### src/rtl/host_bridge_pkg.sv
// Shared definitions for the FX2 GPIF host bridge: waveform state codes,
// mode and rdy bit positions, and the single-register-read phase type.
package host_bridge_pkg;

  localparam logic [3:0] ST_IDLE     = 4'd0;
  localparam logic [3:0] ST_SETEP    = 4'd1;
  localparam logic [3:0] ST_SETADDR  = 4'd2;
  localparam logic [3:0] ST_WRDATA   = 4'd3;
  localparam logic [3:0] ST_RDDATA   = 4'd4;
  localparam logic [3:0] ST_SETMODE  = 4'd5;
  localparam logic [3:0] ST_GETRVAL  = 4'd6;
  localparam logic [3:0] ST_SETTC_LO = 4'd7;
  localparam logic [3:0] ST_SETTC_HI = 4'd8;

  localparam int MODE_AUTOINC = 0;
  localparam int RDY_DATA     = 0;
  localparam int RDY_ERR      = 1;

  // GETRVAL: request the register first, then transfer it on rdwr
  typedef enum logic {PH_REQ, PH_XFER} rval_phase_e;

endpackage

### src/rtl/host_prefetch_fifo.sv
// Synchronous prefetch FIFO for block reads; flush wins over push and pop.
module host_prefetch_fifo #(
  parameter  int DW    = 16,
  parameter  int DEPTH = 4,
  localparam int PW    = $clog2(DEPTH),
  localparam int CW    = PW + 1
) (
  input  logic          ifclk,
  input  logic          resetb,
  input  logic          push,
  input  logic          pop,
  input  logic          flush,
  input  logic [DW-1:0] wdata,
  output logic [DW-1:0] head,
  output logic [CW-1:0] count,
  output logic          empty,
  output logic          full
);

  logic [DW-1:0] mem [DEPTH];
  logic [PW-1:0] wr_ptr;
  logic [PW-1:0] rd_ptr;
  logic          do_push;
  logic          do_pop;

  assign do_push = push && !full;
  assign do_pop  = pop && !empty;
  assign head    = mem[rd_ptr];
  assign empty   = (count == '0);
  assign full    = (count == CW'(DEPTH));

  // NOTE: the storage array has no reset; only pointers and count do, since
  // a slot is never read before it has been written.
  always_ff @(posedge ifclk) begin
    if (do_push && !flush) mem[wr_ptr] <= wdata;
  end

  // Pointers wrap naturally because DEPTH is a power of two
  always_ff @(posedge ifclk or negedge resetb) begin
    if (!resetb) begin
      wr_ptr <= '0;
      rd_ptr <= '0;
      count  <= '0;
    end else if (flush) begin
      wr_ptr <= '0;
      rd_ptr <= '0;
      count  <= '0;
    end else begin
      if (do_push) wr_ptr <= wr_ptr + 1'b1;
      if (do_pop)  rd_ptr <= rd_ptr + 1'b1;
      count <= count + CW'(do_push) - CW'(do_pop);
    end
  end

endmodule

### src/rtl/host_bridge_prefetch.sv
// FX2 GPIF to device-interface bridge with a prefetching block-read path,
// address auto-increment, wide transfer count and sticky underrun flag.
module host_bridge_prefetch
  import host_bridge_pkg::*;
#(
  parameter int DW    = 16,
  parameter int AW    = 16,
  parameter int TC_W  = 32,
  parameter int DEPTH = 4
) (
  input  logic          ifclk,
  input  logic          resetb,
  input  logic [2:0]    ctl,
  input  logic [3:0]    state,
  output logic [1:0]    rdy,
  input  logic [DW-1:0] data_i,
  output logic [DW-1:0] data_o,
  output logic          data_oe,
  output logic [AW-1:0] di_term_addr,
  output logic [AW-1:0] di_reg_addr,
  output logic [DW-1:0] di_reg_datai,
  input  logic [DW-1:0] di_reg_datao,
  output logic          di_read_req,
  output logic          di_read,
  input  logic          di_read_rdy,
  output logic          di_write,
  input  logic          di_write_rdy
);

  localparam int CW = $clog2(DEPTH) + 1;

  logic [3:0]      state_r;
  logic [2:0]      ctl_r;
  logic [DW-1:0]   din_r;
  logic            rdwr;
  logic            active;
  logic            mode;
  logic [TC_W-1:0] tc;
  logic [TC_W-1:0] tc_reload;
  logic [TC_W-1:0] tc_left;
  rval_phase_e     phase;
  rval_phase_e     phase_nxt;
  logic            pf_inflight;   // di_read currently high on behalf of the prefetcher
  logic            pf_issue;
  logic            in_rd;
  logic            flush;
  logic            pop;
  logic            underrun;
  logic            nonempty_nxt;
  logic [DW-1:0]   head;
  logic [CW-1:0]   count;
  logic            empty;
  logic            full;

  assign rdwr   = ctl_r[1];
  assign active = ctl_r[2];

  host_prefetch_fifo #(.DW(DW), .DEPTH(DEPTH)) u_fifo (
    .ifclk  (ifclk),
    .resetb (resetb),
    .push   (pf_inflight),
    .pop    (pop),
    .flush  (flush),
    .wdata  (di_reg_datao),
    .head   (head),
    .count  (count),
    .empty  (empty),
    .full   (full)
  );

  // NOTE: every always_comb output gets a default before any branch so no
  // path leaves it unassigned, which would otherwise infer a latch.
  always_comb begin
    in_rd    = (state_r == ST_RDDATA);
    flush    = !(in_rd && active);
    pop      = in_rd && active && rdwr && !empty;
    underrun = in_rd && active && rdwr && empty;
    // The read in flight has not reached tc or the FIFO yet; count it here
    tc_left  = tc - TC_W'(pf_inflight);
    pf_issue = in_rd && active && di_read_rdy && !full && (tc_left != '0) &&
               ((count + CW'(pf_inflight)) < CW'(DEPTH));
    nonempty_nxt = !flush && ((count + CW'(pf_inflight) - CW'(pop)) != '0);
    phase_nxt = phase;
    if (state_r != ST_GETRVAL)                phase_nxt = PH_REQ;
    else if (phase == PH_REQ && di_read_rdy)  phase_nxt = PH_XFER;
  end

  // NOTE: sequential state uses non-blocking assignments only, so every
  // right-hand side sees the pre-edge value regardless of statement order.
  always_ff @(posedge ifclk or negedge resetb) begin
    if (!resetb) begin
      state_r      <= ST_IDLE;
      ctl_r        <= '0;
      din_r        <= '0;
      phase        <= PH_REQ;
      mode         <= 1'b1;
      tc           <= '0;
      tc_reload    <= '0;
      pf_inflight  <= 1'b0;
      rdy          <= '0;
      data_o       <= '0;
      data_oe      <= 1'b0;
      di_term_addr <= '0;
      di_reg_addr  <= '0;
      di_reg_datai <= '0;
      di_read_req  <= 1'b0;
      di_read      <= 1'b0;
      di_write     <= 1'b0;
    end else begin
      state_r     <= state;
      ctl_r       <= ctl;
      din_r       <= data_i;
      phase       <= phase_nxt;
      di_read_req <= 1'b0;
      di_read     <= 1'b0;
      di_write    <= 1'b0;
      pf_inflight <= 1'b0;

      // Effects of the strobe presented during the cycle just ending
      if ((di_read || di_write) && mode) di_reg_addr <= di_reg_addr + 1'b1;
      if (pf_inflight && tc != '0)       tc <= tc - 1'b1;
      if (underrun)                      rdy[RDY_ERR] <= 1'b1;

      unique case (state_r)
        ST_SETEP: begin
          rdy[RDY_DATA] <= 1'b1;
          data_oe       <= 1'b0;
          if (rdwr) begin
            di_term_addr <= din_r[AW-1:0];
            rdy[RDY_ERR] <= 1'b0;
          end
        end
        ST_SETADDR: begin
          rdy[RDY_DATA] <= 1'b1;
          data_oe       <= 1'b0;
          if (rdwr) di_reg_addr <= din_r[AW-1:0];
        end
        ST_SETMODE: begin
          rdy[RDY_DATA] <= 1'b1;
          data_oe       <= 1'b0;
          if (rdwr) mode <= din_r[MODE_AUTOINC];
        end
        ST_SETTC_LO: begin
          rdy[RDY_DATA] <= 1'b1;
          data_oe       <= 1'b0;
          if (rdwr) begin
            tc_reload[DW-1:0] <= din_r;
            tc[DW-1:0]        <= din_r;
          end
        end
        ST_SETTC_HI: begin
          rdy[RDY_DATA] <= 1'b1;
          data_oe       <= 1'b0;
          if (rdwr) begin
            tc_reload[TC_W-1:DW] <= din_r[TC_W-DW-1:0];
            tc[TC_W-1:DW]        <= din_r[TC_W-DW-1:0];
          end
        end
        ST_WRDATA: begin
          di_reg_datai  <= din_r;
          di_write      <= rdwr;
          rdy[RDY_DATA] <= di_write_rdy;
          data_oe       <= 1'b0;
        end
        ST_GETRVAL: begin
          data_oe <= 1'b1;
          if (phase == PH_REQ) begin
            rdy[RDY_DATA] <= 1'b0;
            di_read_req   <= di_read_rdy;
          end else begin
            di_read       <= rdwr;
            rdy[RDY_DATA] <= di_read_rdy;
            if (di_read) data_o <= di_reg_datao;
          end
        end
        ST_RDDATA: begin
          data_oe       <= 1'b1;
          di_read       <= pf_issue;
          pf_inflight   <= pf_issue;
          rdy[RDY_DATA] <= nonempty_nxt;
          if (!active) tc <= tc_reload;
          if (pop)     data_o <= head;
        end
        default: begin
          rdy[RDY_DATA] <= 1'b0;
          data_oe       <= 1'b0;
        end
      endcase
    end
  end

endmodule

### config.mk
export PLATFORM = sky130hd
export DESIGN_NAME = host_bridge_prefetch
export DESIGN_NICKNAME = d
export VERILOG_FILES = /design/src/rtl/host_bridge_pkg.sv /design/src/rtl/host_prefetch_fifo.sv /design/src/rtl/host_bridge_prefetch.sv
export SDC_FILE = /design/constraint.sdc
export NUM_CORES = 1
export LEC_CHECK = 0
export ABC_AREA = 0
export ABC_CLOCK_PERIOD_IN_PS = 2900
export CAP_MARGIN = 0
export CELL_PAD_IN_SITES_DETAIL_PLACEMENT = 2
export CELL_PAD_IN_SITES_GLOBAL_PLACEMENT = 2
export CORE_ASPECT_RATIO = 0.8
export CORE_MARGIN = 3
export CORE_UTILIZATION = 38
export CTS_BUF_LIST = sky130_fd_sc_hd__clkbuf_8 sky130_fd_sc_hd__clkbuf_16
export DETAILED_ROUTE_END_ITERATION = 7
export HOLD_SLACK_MARGIN = 0.06
export MAX_ROUTING_LAYER = met4
export PLACE_DENSITY = 0.79
export SLEW_MARGIN = 30
export SYNTH_ARGS = -nofsm -noshare
export SYNTH_HDL_FRONTEND = slang
export SYNTH_SLANG_ARGS = --single-unit
export TNS_END_PERCENT = 10
### constraint.sdc
create_clock -name ifclk -period 2.9 [get_ports ifclk]
set_clock_uncertainty 0.15 [all_clocks]
set_input_delay 0.58 -clock ifclk [delete_from_list [all_inputs] [get_ports ifclk]]
set_output_delay 0.58 -clock ifclk [all_outputs]
set_load 0.005 [all_outputs]
* After elaboration in Yosys (flattened, before gate mapping)
Memory sizes are Yosys's and may differ from the RTL's.
Index checks and enable logic that the tools add are counted.
** Operators by class
- Add/sub/neg operators :: 9
- $lt $le $gt $ge :: 1
- Eq/ne operators :: 15
- Muxes and demuxes :: 34
- Bitwise gates (word level) :: 1
- Reduce and logical (&&, ||, !) cells :: 31
** Operator list (count)
- 16-bit two-way mux :: 8
- 16-bit case mux with 2 select lines :: 3
- 32-bit two-way mux :: 2
- 32-bit nonzero test :: 2
- 32-bit by 1-bit subtractor with 32-bit output :: 1
- 32-bit by 1-bit subtractor with 32-bit output, second input constant :: 1
- 16-bit by 1-bit adder with 16-bit output, second input constant :: 1
- 4-bit by 3-bit equality test with 1-bit output, second input constant :: 4
- 1-bit logical AND :: 15
- 1-bit two-way mux :: 14
- 4-bit by 2-bit equality test with 1-bit output, second input constant :: 2
- 2-bit two-way mux :: 4
- 2-bit AND reduction :: 4
- 3-bit by 1-bit adder with 3-bit output :: 2
- 2-bit by 1-bit != test with 1-bit output, second input constant :: 3
- 3-bit by 1-bit subtractor with 3-bit output :: 2
- 5-bit OR reduction :: 1
- 2-bit by 1-bit adder with 2-bit output, second input constant :: 2
- 4-bit by 1-bit equality test with 1-bit output, second input constant :: 1
- 4-bit equality test, second input constant :: 1
- 2-bit != test, second input constant :: 2
- 4-bit by 3-bit != test with 1-bit output, second input constant :: 1
- 1-bit case mux with 4 select lines :: 1
- 4-bit AND reduction :: 1
- 11 further kinds :: 13
** Word-level totals
- Flip-flop bits (word level) :: 167
- Bits in writable memories :: 64
- Bits of input ports :: 43
- Output and inout port bits :: 70
- Word-level logic and storage cells :: 113
- Memories kept :: 1
** Memory list
- u_fifo.mem :: words 4, bits a word 16, rd ports 1, clocked after memory_dff 0, wr ports 1, RTL line host_prefetch_fifo.sv:20 : logic [DW-1:0] mem [DEPTH];

* Depth between registers and ports, before layout
Gate-level depths: netlist (run 1).
- Word-level depth :: 8
- Gate-level depth with buffers :: 11
- Depth with buffers taken out :: 10

* Modules after synthesis
A second synthesis (run 1) with hierarchy kept.
** Second synthesis, totals
- Cell total of the unflattened synthesis :: 916
- Area, all modules :: 10436.3 µm²
** By module, submodules not included
- host_bridge_prefetch :: instances 1, cells each 784, area each 7559.8 µm², sequential area each 3980.1 µm²
- host_prefetch_fifo :: instances 1, cells each 132, area each 2876.5 µm², sequential area each 2097.0 µm²

* Worst setup path before layout (run 1)
No wires, ideal clock.
- Path kind :: register to register
- Start point :: reg state_r[3]
- End point :: reg u_fifo.count[1]
- Setup time :: 0.119 ns
- Data arrival time :: 2.410 ns
- Required time :: 2.631 ns
- Slack :: 0.221 ns
- Cell stages (with the launch flop) :: 11
- Path buffers :: 1
- Clock period less this slack :: 2.679 ns
- Cell sequence :: dfrtp_1 clkbuf_1 nand2b_1 nor3_2 nand2_1 nor2_1 ha_1 inv_1 ha_1 fa_1 and2_1
** On the way
- Cells in the longest elaborated chain, start to end :: 7
** RTL lines
- from (decl) :: RTL line host_bridge_prefetch.sv:32 : logic [3:0] state_r;
- from (signal assigned) :: RTL line host_bridge_prefetch.sv:110 : state_r <= state;
- 4-bit by 3-bit equality test with 1-bit output * :: RTL line host_bridge_prefetch.sv:74 : in_rd = (state_r == ST_RDDATA);
- 1-bit logical AND * :: RTL line host_bridge_prefetch.sv:75, host_bridge_prefetch.sv:76
- 1-bit logical AND (2 in a row) :: RTL line host_bridge_prefetch.sv:76 : pop = in_rd && active && rdwr && !empty;
- 1-bit logical AND :: RTL line host_prefetch_fifo.sv:27 : assign do_pop = pop && !empty;
- 3-bit by 1-bit subtractor with 3-bit output :: RTL line host_prefetch_fifo.sv:51 : count <= count + CW'(do_push) - CW'(do_pop);
- 3-bit two-way mux * :: RTL line host_prefetch_fifo.sv:44 : end else if (flush) begin
- to (signal assigned) :: RTL line host_prefetch_fifo.sv:51
- to (decl) :: RTL line host_prefetch_fifo.sv:15 : output logic [CW-1:0] count,
Mark *: on every way between the ends. The rest lies on a longest branch, timed or not.
A chain may end at the register's enable or synchronous reset.

* Worst setup path in the final report (run 1)
- Start point :: reg tc[5]
- End point :: reg tc[30]
** On the way
- Cells in the longest elaborated chain, start to end :: 5
- Elaborated cells between the ends (all ways) :: 7
- Those cells by class :: add/sub: 1; mux: 4; reduce/logical: 2
** RTL lines
- from (decl) :: RTL line host_bridge_prefetch.sv:38 : logic [TC_W-1:0] tc;
- from (signal assigned) :: RTL line host_bridge_prefetch.sv:121 : if (pf_inflight && tc != '0) tc <= tc - 1'b1;
- from (signal, indexed assignment) :: RTL line host_bridge_prefetch.sv:148 : tc[DW-1:0] <= din_r;
- from (signal, indexed assignment) :: RTL line host_bridge_prefetch.sv:156 : tc[TC_W-1:DW] <= din_r[TC_W-DW-1:0];
- branches (longest 2 deep; another with 32-bit by 1-bit subtractor with 32-bit output)
- 32-bit two-way mux * :: RTL line host_bridge_prefetch.sv:121
- 32-bit two-way mux / 16-bit two-way mux (equally long branches) :: RTL line host_bridge_prefetch.sv:181, host_bridge_prefetch.sv:154
- 16-bit case mux with 2 select lines * :: RTL line host_bridge_prefetch.sv:124 : unique case (state_r)
Every way passes the cells marked *.

==> flow_metrics.py, run 1 <==
metrics = {
    "die": {
        "start_util_pct": 39.3,
        "die_x_um": 188,
        "pin_count": 113,
        "fp.dieArea_um2": 28600,
        "core-area_um2": 25800,
        "rows": 52,
        "die_y_um": 152,
    },
    "cts": {
        "clockBufferDepth": 3,
        "clock_latency_ps": 550,
        "clk_transition_reported_paths_ps": 60,
        "cts_tree": "yes",
        "cts_buffers": 25,
        "numClockSinks": 230,
        "cts_max_level": 1,
        "root_buffer": "clkbuf_16",
    },
    "finish": {
        "nets": 1045,
        "drive_gt1_share_pct": 16.4,
        "area_growth_pct": 26.1,
        "antenna_cells": 0,
    },
    "yosys": {
        "ys_seq_elements": 230,
        "yosys_warnings": 0,
        "yosys.area.top_type": "dfrtp_1",
        "synth_flop_cell": "dfrtp_1",
        "yosysSeqAreaShare_pct": 60.0,
        "synth_cell_types": 59,
        "synth_top_family_by_area": "simple AND/OR/NAND/NOR gates",
        "synthXorXnorAreaFrac_pct": 5.10,
        "synth_top_area_share_pct": 40.8,
        "synthArstFlopShare_pct": 72.2,
        "synthAdderAreaFrac_pct": 1.80,
        "avgSynthCellArea_um2": 11.9,
        "syn-instance-count": 854,
        "yosysMostFrequentCell": "nand2_1",
        "yosys.area_share.simple_pct": 16.0,
        "synth_area_um2": 10100,
        "synth.area.top_cells": "dfrtp_1 41%, edfxtp_1 19%, nand2_1 6.5%",
        "yosys-top-cells-count": "175 x nand2_1, 165 x dfrtp_1, 64 x edfxtp_1, 51 x nor2_1, 49 x mux2_2",
        "synth_compound_area_share_pct": 5.30,
        "syn_nets": 911,
        "synthMuxAreaShare_pct": 9.31,
        "synth-edff-count": 64,
    },
    "worst_setup_path": {
        "r2r_slack_ps": 140,
        "cpPeakStageDelay_ps": 590,
        "required_ps": 3160,
        "crit_chain": "or3_1, or4_4, or2_1, nor4b_4, xnor2_1, o21ai_1",
        "start_kind": "flop",
        "critical_path_class": "reg -> reg",
        "crit_fanout": 9,
        "cp_slowest_cell": "or4_4",
        "reg2reg_from": "tc[5]$_DFF_PN0_",
        "worst_setup_path_end_kind": "flop",
        "cp.arrival_ps": 3030,
        "rr_endpoint": "tc[30]$_DFF_PN0_",
        "rr_worst_depth": 6,
    },
    "placement": {
        "portBuffers": 111,
        "gp_congestion": 0.862,
        "hpwl_um": 22200,
    },
    "detailed_routing": {
        "num_vias": 7428,
        "drt-pass1-iter-count": 5,
        "drtIter0Drc": 430,
        "route.detailed.drc": 0,
        "wire_per_inst_um": 25.0,
        "vias_per_cell": 5.47,
        "totalWireLength_um": 33900,
        "ant_nets": 0,
    },
    "timing": {
        "min_period_ps": 2760,
        "hold_violations": 0,
        "finalSetupTns_ps": 0,
        "finalMaxSlewViolations": 0,
        "max_freq_mhz": 362,
        "finalSetupViolCount": 0,
        "relSlewSlack_pct": 49.3,
        "min_period_over_period_pct": 95.3,
        "worstMarginPinSlew_ps": 757,
        "rsz0062_at_grt": "no",
    },
    "global_routing": {
        "grt_pass1_wl_um": 52800,
        "antenna_found_initial": 0,
        "grtUsageTotal_pct": 24.4,
        "grt_max_degree": 57,
        "grt_pass1_vias": 8429,
        "gr-total-overflow": 0,
    },
    "hold_path": {
        "holdPathEnd": "din_r[7]$_DFF_PN0_",
        "hold_path_startpoint": "data_i[7]",
        "hp-class": "in -> reg",
        "min_path_cells": 1,
    },
    "power": {
        "total_power_mw": 9.22,
        "power_density_nw_per_um2": 722,
        "peakVddDrop_uv": 433,
        "p_leak_nw": 5.19,
    },
    "outcome": {
        "status": "finished, final reports clean",
    },
    "flow_run": {
        "cap_violations": 0,
    },
}
[layout make-up]
cell class	instances	area (um^2)
multi-input combinational	565	3830
inverter	16	60.1
clock inverter	14	153
clock buffer	32	733
tap	351	439
fill	2569	13000
timing repair buffer	150	1470
sequential	230	6080
[worst max path at each step]
stage                         startpoint  cells after the start                        end  slack [ps]
detailed placement       tc[3]$_DFF_PN0_                      6           tc[25]$_DFF_PN0_         130
floorplan           state_r[3]$_DFF_PN0_                     10  u_fifo.count[1]$_DFF_PN0_         220
global placement         tc[5]$_DFF_PN0_                      6           tc[30]$_DFF_PN0_         200
global route        state_r[2]$_DFF_PN0_                     10  u_fifo.count[2]$_DFF_PN0_          20
CTS                 state_r[2]$_DFF_PN0_                      9  u_fifo.count[1]$_DFF_PN0_          90
finish                   tc[5]$_DFF_PN0_                      6           tc[30]$_DFF_PN0_         140
[logic make-up (layout without fill, tap and decap cells)]
group	count (synthesis)	in the layout
buffers and inverters	59	212
AOI/OAI and AO/OA	84	84
adders and majority gates	14	14
muxes	68	68
DFF	230	230
xor gates and xnor gates	59	59
and+or+nand+nor	340	340
[critical path, delay by kind of cell, from the launching register on]
family	cells	cell delay (ps)
AND/OR/NAND/NOR	4	1830
flip-flops	1	430
AO/OA/AOI/OAI	1	80
XOR/XNOR	1	160
[cell usage in the layout, fill, tap and decap left out, types with 17 or more instances in the layout]
master,count
inv_1,20
nand2_1,174
a21oi_1,21
mux2_2,49
o21ai_0,17
nor2_1,49
xnor2_1,43
dfrtp_1,165
buf_4,33
clkdlybuf4s50_1,110
clkbuf_16,26
nor3_1,22
edfxtp_1,64
[report_power, final]
group          internal [mW]  switching, mW  total (mW)
registers               3.74          0.443        4.18
logic                  0.847          0.763        1.61
clock network           2.05           1.37        3.42
total                   6.64           2.58        9.22
[routing by layer]
| metal | GRT usage [%] | wire [um] | vias up |
|---|---|---|---|
| met1 | 32.9 | 15100 | 3950 |
| li1 | - | - | 3265 |
| met5 | - | 0 | - |
| met4 | 4.68 | 596 | 0 |
| met2 | 39.7 | 16700 | 168 |
| met3 | 3.99 | 1530 | 45 |
[timing repair]
action | 4_1_cts | 5_1_grt
setup endpoints to repair | 0 | 7
endpoints found under the hold margin | 52 | 0
hold buffers | 1 | 0
buffers inserted | 0 | 0
gates resized for setup | 0 | 5
[state kept, by name (all words and copies together), names as in the netlist, 16 cells and up]
| signal | cells |
|---|---|
| di_term_addr | 16 |
| u_fifo.mem | 64 |
| data_o | 16 |
| tc | 32 |
| di_reg_datai | 16 |
| di_reg_addr | 16 |
| din_r | 16 |
| tc_reload | 32 |
[per-stage QoR]
step	instances	instance area (um^2)	hold slack [ps]	setup WS [ps]	util [%]
floorplan	854	10100	134	221	-
global route	1358	12800	318	18.4	49.5
detailed placement	1311	11800	313	132	46.0
global placement	1311	11800	310	199	46.0
CTS	1358	12700	302	85.4	49.4
finish	1358	12800	323	137	49.5
(Power assumes the default switching activity.)
==> run 2, diff against run 1 <==
- CAP_MARGIN: 0 -> not set
==> results of run 2 <==
Final layout, timing and power as in run 1 (identical DEF).
==> run 3, diff against run 2 <==
- CORE_MARGIN: 3 -> 5
==> run 3 against run 2 <==
  * Critical path depth is the same
  * Clock power about the same
  * Setup slack gained 19 ps
  * Sequential share of layout area up 0.14 points
  * Global-route usage is 2.3 points lower
  * Wire length shrank 5.3%
  * Worst hold slack better by 6.1 ps
  * Maximum frequency rose by 0.69%
  * Via count shrank 2.1%
  * Sequential power about the same
  * Core utilization down 1.1 points
  * Critical path type unchanged
  * Critical endpoint is now tc[20]$_DFF_PN0_
==> flow_metrics.py, run 3 (same netlist as run 1, synthesis figures left out) <==
metrics = {
    "placement": {
        "hpwl_um": 21700,
        "detailedPlace.worstSlack_ps": 154,
        "portBuffers": 111,
        "gp_congestion": 0.831,
    },
    "worst_setup_path": {
        "crit_chain": "or3_4, or4_4, or2_1, nor3_1, xnor2_1, o21ai_0",
        "cp_slowest_cell": "or4_4",
        "rr_endpoint": "tc[20]$_DFF_PN0_",
        "rr_worst_depth": 6,
        "critical_path_class": "reg -> reg",
        "cp.arrival_ps": 2980,
        "critPathTopFamily": "simple AND/OR/NAND/NOR gates",
        "worst_setup_path_end_kind": "flop",
        "r2r_slack_ps": 160,
        "cpPeakStageDelay_ps": 600,
        "required_ps": 3130,
        "start_kind": "flop",
        "crit_fanout": 9,
        "reg2reg_from": "tc[3]$_DFF_PN0_",
        "critPathBufInv": 0,
    },
    "die": {
        "die_x_um": 192,
        "pin_count": 113,
        "fp.dieArea_um2": 30000,
        "core-area_um2": 26300,
        "rows": 53,
        "die_y_um": 156,
        "start_util_pct": 38.6,
    },
    "timing": {
        "setup_slack_ps": 156,
        "finalMaxSlewViolations": 0,
        "hold_violations": 0,
        "min_period_over_period_pct": 94.6,
        "min_period_ps": 2740,
        "finalSetupTns_ps": 0,
        "worstMarginPinSlew_ps": 838,
        "finalSetupViolCount": 0,
        "max_freq_mhz": 364,
        "relSlewSlack_pct": 44.2,
        "rsz0062_at_grt": "no",
    },
    "finish": {
        "nets": 1047,
        "antenna_cells": 0,
        "drive_gt1_share_pct": 16.5,
        "final_cell_mix": "175 x nand2_1, 165 x dfrtp_1, 110 x clkdlybuf4s50_1",
        "top_regs": "u_fifo.mem: 64 flops, tc: 32 flops, tc_reload: 32 flops",
        "largest_reg_flops": 64,
        "area_growth_pct": 25.7,
        "regMostFlops": "u_fifo.mem",
        "final_common_cell": "nand2_1",
    },
    "cts": {
        "clock_latency_ps": 540,
        "cts_buffers": 26,
        "root_buffer": "clkbuf_16",
        "numClockSinks": 230,
        "cts_tree": "yes",
        "clockBufferDepth": 3,
        "cts_setup_buffers": 0,
        "cts_max_level": 1,
        "clk_transition_reported_paths_ps": 60,
    },
    "detailed_routing": {
        "ant_nets": 0,
        "drtIter0Drc": 275,
        "vias_per_cell": 5.32,
        "wire_per_inst_um": 23.5,
        "num_vias": 7273,
        "totalWireLength_um": 32100,
        "route.detailed.drc": 0,
        "drt-pass1-iter-count": 4,
    },
    "hold_path": {
        "min_path_cells": 2,
        "hp-class": "reg -> reg",
        "hold_path_startpoint": "tc_reload[2]$_DFFE_PN0P_",
        "holdPathEnd": "tc_reload[2]$_DFFE_PN0P_",
    },
    "global_routing": {
        "grtUsageTotal_pct": 22.2,
        "antenna_found_initial": 0,
        "grt_max_degree": 52,
        "gr-total-overflow": 0,
        "grt_pass1_wl_um": 50300,
        "grt_pass1_vias": 8384,
    },
    "flow_run": {
        "cap_violations": 0,
    },
    "power": {
        "power_density_nw_per_um2": 723,
        "p_leak_nw": 5.16,
        "peakVddDrop_uv": 442,
    },
    "outcome": {
        "status": "finished, final reports clean",
    },
}
-- run 3: changes by cell type in the layout (fill, tap and decap cells not counted), moves of 2 or more --
| cell | change |
|---|---|
| nor4b_2 | -2 |
| clkinvlp_4 | +3 |
| clkinv_2 | +3 |
| clkinv_1 | +2 |
| buf_4 | +5 |
| inv_1 | -4 |
| buf_12 | -4 |
| clkbuf_8 | -4 |
-- run 3: layout make-up --
class	instances	area, um^2
clock buffer	28	678
clock inverter	20	218
fill	2609	13500
inverter	16	60.1
multi-input combinational	565	3820
sequential	230	6080
tap	357	447
timing repair buffer	151	1430
-- run 3: layer usage --
| metal | wire length [um] | track usage (%) | vias up |
|---|---|---|---|
| met5 | 0 | - | - |
| met4 | 543 | 4.07 | 0 |
| met3 | 1100 | 3.06 | 41 |
| met2 | 16100 | 38.3 | 128 |
| met1 | 14300 | 28.4 | 3834 |
| li1 | - | - | 3270 |
-- run 3: power by group --
part	total (mW)	internal [mW]	leakage, nW	switching, mW
sequential	4.17	3.74	2.66	0.430
combinational	1.59	0.850	2.06	0.736
clock	3.45	2.05	0.440	1.40
-- run 3: how the worst max path moves through the flow --
stage                               startpoint                        end  slack [ps]  depth (start not counted)
after floorplan           state_r[3]$_DFF_PN0_  u_fifo.count[1]$_DFF_PN0_         220                         10
after global placement         tc[3]$_DFF_PN0_            tc[7]$_DFF_PN0_         200                          7
after detailed placement       tc[3]$_DFF_PN0_           tc[20]$_DFF_PN0_         150                          6
after CTS                 state_r[3]$_DFF_PN0_  u_fifo.count[1]$_DFF_PN0_         130                          9
after global routing           tc[3]$_DFF_PN0_            tc[7]$_DFF_PN0_          30                          7
final                          tc[3]$_DFF_PN0_           tc[20]$_DFF_PN0_         160                          6
-- run 3: timing repair --
item,CTS,global route
endpoints found under the setup margin,0,3
hold buffers,1,0
resized for setup,0,2
endpoints found under the hold margin,46,0
-- run 3: worst register-to-register path, stage by stage, from the launching register on --
cell     delay [ps]
dfrtp_1         440
or3_4           420
or4_4           600
or2_1           430
nor3_1          270
xnor2_1         180
o21ai_0         120
-- run 3: per-stage QoR --
step	cell area (um^2)	total power [mW]	hold slack (ps)	std cells	utilization [%]
after floorplan	10100	4.87	134	854	-
after global placement	11800	5.67	295	1318	45.0
after detailed placement	11800	5.77	318	1318	45.0
after CTS	12700	9.30	311	1367	48.4
after global routing	12700	9.63	320	1367	48.5
final	12700	9.21	330	1367	48.5
